**src/rtl/ball_game_ctrl.sv**
```systemverilog
// ball_game_ctrl: game sequencer owning the movement tick, button syncs, score/lives and the IDLE/SERVE/PLAY/OVER flow.
module ball_game_ctrl #(
  parameter int TICK_DIV    = 833333,
  parameter int SERVE_TICKS = 60,
  parameter int X_END       = 460,
  parameter int LIVES_INIT  = 3
) (
  input  logic       clk,
  input  logic       reset,
  input  logic       start_btn,
  input  logic       left_btn,
  input  logic       right_btn,
  input  logic       hit,
  input  logic [8:0] x_ball,
  output logic       move_en,
  output logic       left_en,
  output logic       right_en,
  output logic       ball_rst,
  output logic [1:0] state,
  output logic [7:0] score,
  output logic [1:0] lives,
  output logic       game_over
);
  localparam int TW = $clog2(TICK_DIV);
  localparam int SW = $clog2(SERVE_TICKS + 1);
  localparam logic [8:0] XE = 9'(X_END);
  localparam logic [1:0] LI = 2'(LIVES_INIT);
  typedef enum logic [1:0] {IDLE, SERVE, PLAY, OVER} state_t;
  state_t state_q, state_d;
  logic [7:0] score_q, score_d;
  logic [1:0] lives_q, lives_d;
  logic [TW-1:0] tick_cnt_q, tick_cnt_d;
  logic [SW-1:0] serve_cnt_q, serve_cnt_d;
  logic armed_q, armed_d, ball_rst_q, ball_rst_d;
  logic [1:0] l_sync_q, r_sync_q;
  logic [2:0] s_sync_q;
  logic tick, start_edge, past_end;
  always_comb begin
    tick = tick_cnt_q == TW'(TICK_DIV - 1);
    tick_cnt_d = tick ? '0 : tick_cnt_q + 1'b1;
    start_edge = s_sync_q[1] & ~s_sync_q[2];
    past_end = x_ball >= XE;
    state_d = state_q;
    score_d = score_q;
    lives_d = lives_q;
    serve_cnt_d = serve_cnt_q;
    ball_rst_d = 1'b0;
    // scoring rearms only once the ball is seen short of the end again
    armed_d = past_end ? armed_q : 1'b1;
    case (state_q)
      IDLE, OVER: if (start_edge) begin
        state_d = SERVE;
        score_d = '0;
        lives_d = LI;
        ball_rst_d = 1'b1;
        serve_cnt_d = '0;
      end
      SERVE: if (tick) begin
        serve_cnt_d = serve_cnt_q + 1'b1;
        state_d = serve_cnt_q == SW'(SERVE_TICKS - 1) ? PLAY : SERVE;
      end
      PLAY: if (hit) begin
        lives_d = lives_q - 1'b1;
        ball_rst_d = 1'b1;
        serve_cnt_d = '0;
        state_d = lives_q == 2'd1 ? OVER : SERVE;
      end else if (past_end && armed_q) begin
        score_d = score_q == 8'hff ? score_q : score_q + 1'b1;
        ball_rst_d = 1'b1;
        armed_d = 1'b0;
      end
      default: ;
    endcase
  end
  always_ff @(posedge clk or negedge reset) begin
    if (!reset) begin
      state_q <= IDLE;
      score_q <= '0;
      lives_q <= LI;
      tick_cnt_q <= '0;
      serve_cnt_q <= '0;
      armed_q <= 1'b1;
      ball_rst_q <= 1'b0;
      l_sync_q <= '0;
      r_sync_q <= '0;
      s_sync_q <= '0;
    end else begin
      state_q <= state_d;
      score_q <= score_d;
      lives_q <= lives_d;
      tick_cnt_q <= tick_cnt_d;
      serve_cnt_q <= serve_cnt_d;
      armed_q <= armed_d;
      ball_rst_q <= ball_rst_d;
      l_sync_q <= {l_sync_q[0], left_btn};
      r_sync_q <= {r_sync_q[0], right_btn};
      s_sync_q <= {s_sync_q[1:0], start_btn};
    end
  end
  assign move_en = tick & (state_q == PLAY);
  assign left_en = move_en & l_sync_q[1] & ~r_sync_q[1];
  assign right_en = move_en & r_sync_q[1] & ~l_sync_q[1];
  assign ball_rst = ball_rst_q;
  assign state = state_q;
  assign score = score_q;
  assign lives = lives_q;
  assign game_over = state_q == OVER;
endmodule

```
**config.mk**
```make
export PLATFORM = sky130hd
export DESIGN_NAME = ball_game_ctrl
export DESIGN_NICKNAME = d
export VERILOG_FILES = /design/src/rtl/ball_game_ctrl.sv
export SDC_FILE = /design/constraint.sdc
export NUM_CORES = 1
export LEC_CHECK = 0
export ABC_AREA = 1
export CORE_MARGIN = 1.5
export CORE_UTILIZATION = 60
export CTS_CLUSTER_DIAMETER = 200
export CTS_CLUSTER_SIZE = 20
export DETAILED_ROUTE_END_ITERATION = 12
export PLACE_DENSITY = 0.89
export SLEW_MARGIN = 10
export SYNTH_ARGS = -nofsm -noshare
export SYNTH_HDL_FRONTEND = slang
export SYNTH_SLANG_ARGS = --single-unit
```
**constraint.sdc**
```tcl
create_clock -name clk -period 4 [get_ports clk]
set_input_delay 0.6 -clock clk [delete_from_list [all_inputs] [get_ports clk]]
set_output_delay 0.6 -clock clk [all_outputs]
set_load 0.02 [all_outputs]
```
==> summary.txt <==
outcome: finished, final reports clean
vias in the first global route: 2276
count of cell types in the netlist: 27
Starting Density: 61.6%
hold crit path type: flip-flop to flip-flop
Mean Syn Cell Area: 7.44 um2
chip height: 69.6 um
nets: 413
routability cong.: 0.904
drt drc: 0
worst hold path startpoint: s_sync_q[0]$_DFF_PN0_
largest net degree at the start of global routing: 48
top cells by area, synth: dfrtp_1, nand2_1, nand3_1
drt pass-1 iters: 4
Leak: 1.48 nW
RSZ-0062 raised after global routing: false
Most used DFF post-synth: dfrtp_1
WP data arrival: 2350 ps
WP data required: 3400 ps
CTS tree: built
Startpoint Class: flip-flop
H-tree depth: 2
max_cap viols: 0
Post-Synthesis Cells: 358
Setup-failing EPs final: 0
layout cells sized above 1: 4.60%
Syn Nets: 381
clk buf depth: 2
total number of vias: 2410
CTS Root Cell: clkbuf_8
worst slack at placement: 1390 ps
crit path cell chain: nand2_1 > nor2_1 > and2_1 > nand3_1 > nor3_1 > clkdlybuf4s50_1
crit-path max cell delay: 640 ps
Area Overhead vs Synth: 15.7%
Warnings, synthesis: 0
Worst Setup SP: tick_cnt_q[8]$_DFF_PN0_
Sum Neg Setup Slack: 0 ps
Synth Cell Area: 0.00266 mm2
Post-CTS Setup Bufs: 0
# IOs: 32
Detail Route Antenna Nets: 0
CP max FO: 6
EDFF count, synth: 0
n_diodes: 0
total power: 0.00106 W
fmax: 339 MHz
Routed WL per cell: 12.9 um
DP Cell Count: 435
sequential share of the synthesized area: 44.3%
number of CTS-inserted buffers: 5
Post-DP Area: 0.00299 mm2
FFs w/ async S/R, synth: 100%
Reg-to-Reg Start: state[0]$_DFFE_PN0P_
clock-pin slew on the worst setup and hold paths: 90 ps
top-area cell type share of the netlist area: 41.3%
IO buf count: 29
post-route cell area: 0.00308 mm2
Core Area: 0.00432 mm2
die width: 69.6 um
die area: 0.00485 mm2
PwrDens: 345 mW/mm2
Final Cycle Share: 73.8%
Slowest cell on crit path: clkdlybuf4s50_1
GRT Util Overall: 25.5%
Slew headroom: 32.0%
row count: 24
Hold Vio Cnt, Final: 0
worst skew pair latency: 310 ps
maximum VDD drop: 166 uV
routed vias/inst: 5.44
Finished Layout Cells: 443
starting DRC count in detailed routing: 211
first-pass GRT wire length: 10000 um
initial antenna violation count: 0
Setup WS post-layout: 1050 ps
CTS resizes: 0
CTS sink count: 47
Routed WL: 5700 um
total congestion overflow: 0
Final Max Tran Viols: 0
clk_skew: 7.88 ps
DP HPWL: 4240 um
Setup CP Type: flip-flop to primary output
area leader, netlist: dfrtp_1
Worst-Margin Slew: 1020 ps
post-layout minimum cycle time: 2950 ps
CTS hold repair buffers: 0
nature of the critical path endpoint: primary output
flops & latches, synth: 47
-- cell type report --
| class | count | area (um2) |
|---|---|---|
| clock inverters | 3 | 23.8 |
| well taps | 52 | 65.1 |
| clock buffers | 5 | 68.8 |
| inverters | 49 | 184 |
| repair buffers | 29 | 285 |
| flip-flops and latches | 47 | 1180 |
| fillers | 340 | 1240 |
| multi-input cells | 258 | 1280 |
-- flip-flops by register name, indices dropped and copies added, names as in the netlist --
| register | cells |
|---|---|
| ball_rst | 1 |
| r_sync_q | 2 |
| lives | 2 |
| s_sync_q | 3 |
| armed_q | 1 |
| tick_cnt_q | 20 |
| score | 8 |
| l_sync_q | 2 |
| serve_cnt_q | 6 |
| state | 2 |
-- layer usage --
metal	global-route usage, %	wire length [um]	part of all wire [%]	vias to the layer above
li1	-	-	-	1212
met5	0	0	0	-
met2	42.4	2790	49	65
met1	34.1	2550	45	1127
met3	4.51	289	5.1	6
met4	8.33	76	1.3	0
-- critical path, delay by kind of cell, from the launching register on --
family / cells / cell delay, ps
simple gates: 5 / 930
buf+inv: 1 / 640
flops: 1 / 470
-- worst paths after layout --
check / endpoint / cells after the start / slack [ps]
max in group asynchronous: s_sync_q[1]$_DFF_PN0_ / 1 / 2910
worst max register to register: serve_cnt_q[1]$_DFFE_PN0P_ / 8 / 1880
worst max-delay path: left_en / 6 / 1050
worst min-delay path: s_sync_q[1]$_DFF_PN0_ / 0 / 350
min in group asynchronous: l_sync_q[1]$_DFF_PN0_ / 1 / 460
worst min register to register: s_sync_q[1]$_DFF_PN0_ / 0 / 350
-- placed cells by master (no fill, tap or decap), types with 5 or more instances in the layout --
cell | synthesis | layout
nand2_1 | 85 | 85
nor2_1 | 53 | 53
inv_1 | 47 | 47
nand3_1 | 46 | 46
dfrtp_1 | 44 | 44
clkdlybuf4s50_1 | 0 | 28
o21ai_0 | 13 | 13
nand4_1 | 12 | 12
xor2_1 | 12 | 12
a21oi_1 | 8 | 8
ha_1 | 8 | 8
nor3_1 | 7 | 7
clkbuf_8 | 0 | 5
-- power breakdown --
group	total [W]	switching [W]	internal, W
logic	0.000250	0.000164	0.0000858
registers	0.000518	0.0000163	0.000501
clock network	0.000295	0.000170	0.000125
total	0.00106	0.000351	0.000712
-- synth_stat cells (2+ instances only) --
cell and count:
nand3_1 46, clkbuf_1 2, xor2_1 12, nor2_1 53, nand4_1 12, nor3_1 7, o21ai_0 13, inv_2 2
nand3b_1 2, dfstp_2 3, inv_1 47, nand2_1 85, dfrtp_1 44, a21oi_1 8, ha_1 8, and2_1 2
nor2_2 2
-- cells by family after synthesis --
logic type               synth area share (%)
XOR/XNOR                                 3.95
adder cells (fa/ha/maj)                  3.76
buffers and inverters                    7.80
AND/OR/NAND/NOR                          34.5
AO/OA/AOI/OAI                            5.73
flip-flops                               44.3
-- stage by stage --
stage | utilization [%] | hold WS, ps
global placement | 69.2 | 334
CTS | 71.3 | 357
floorplan | - | 304
finish | 71.3 | 354
detailed placement | 69.2 | 336
global route | 71.3 | 360
Power figures use the tool's default switching activity.
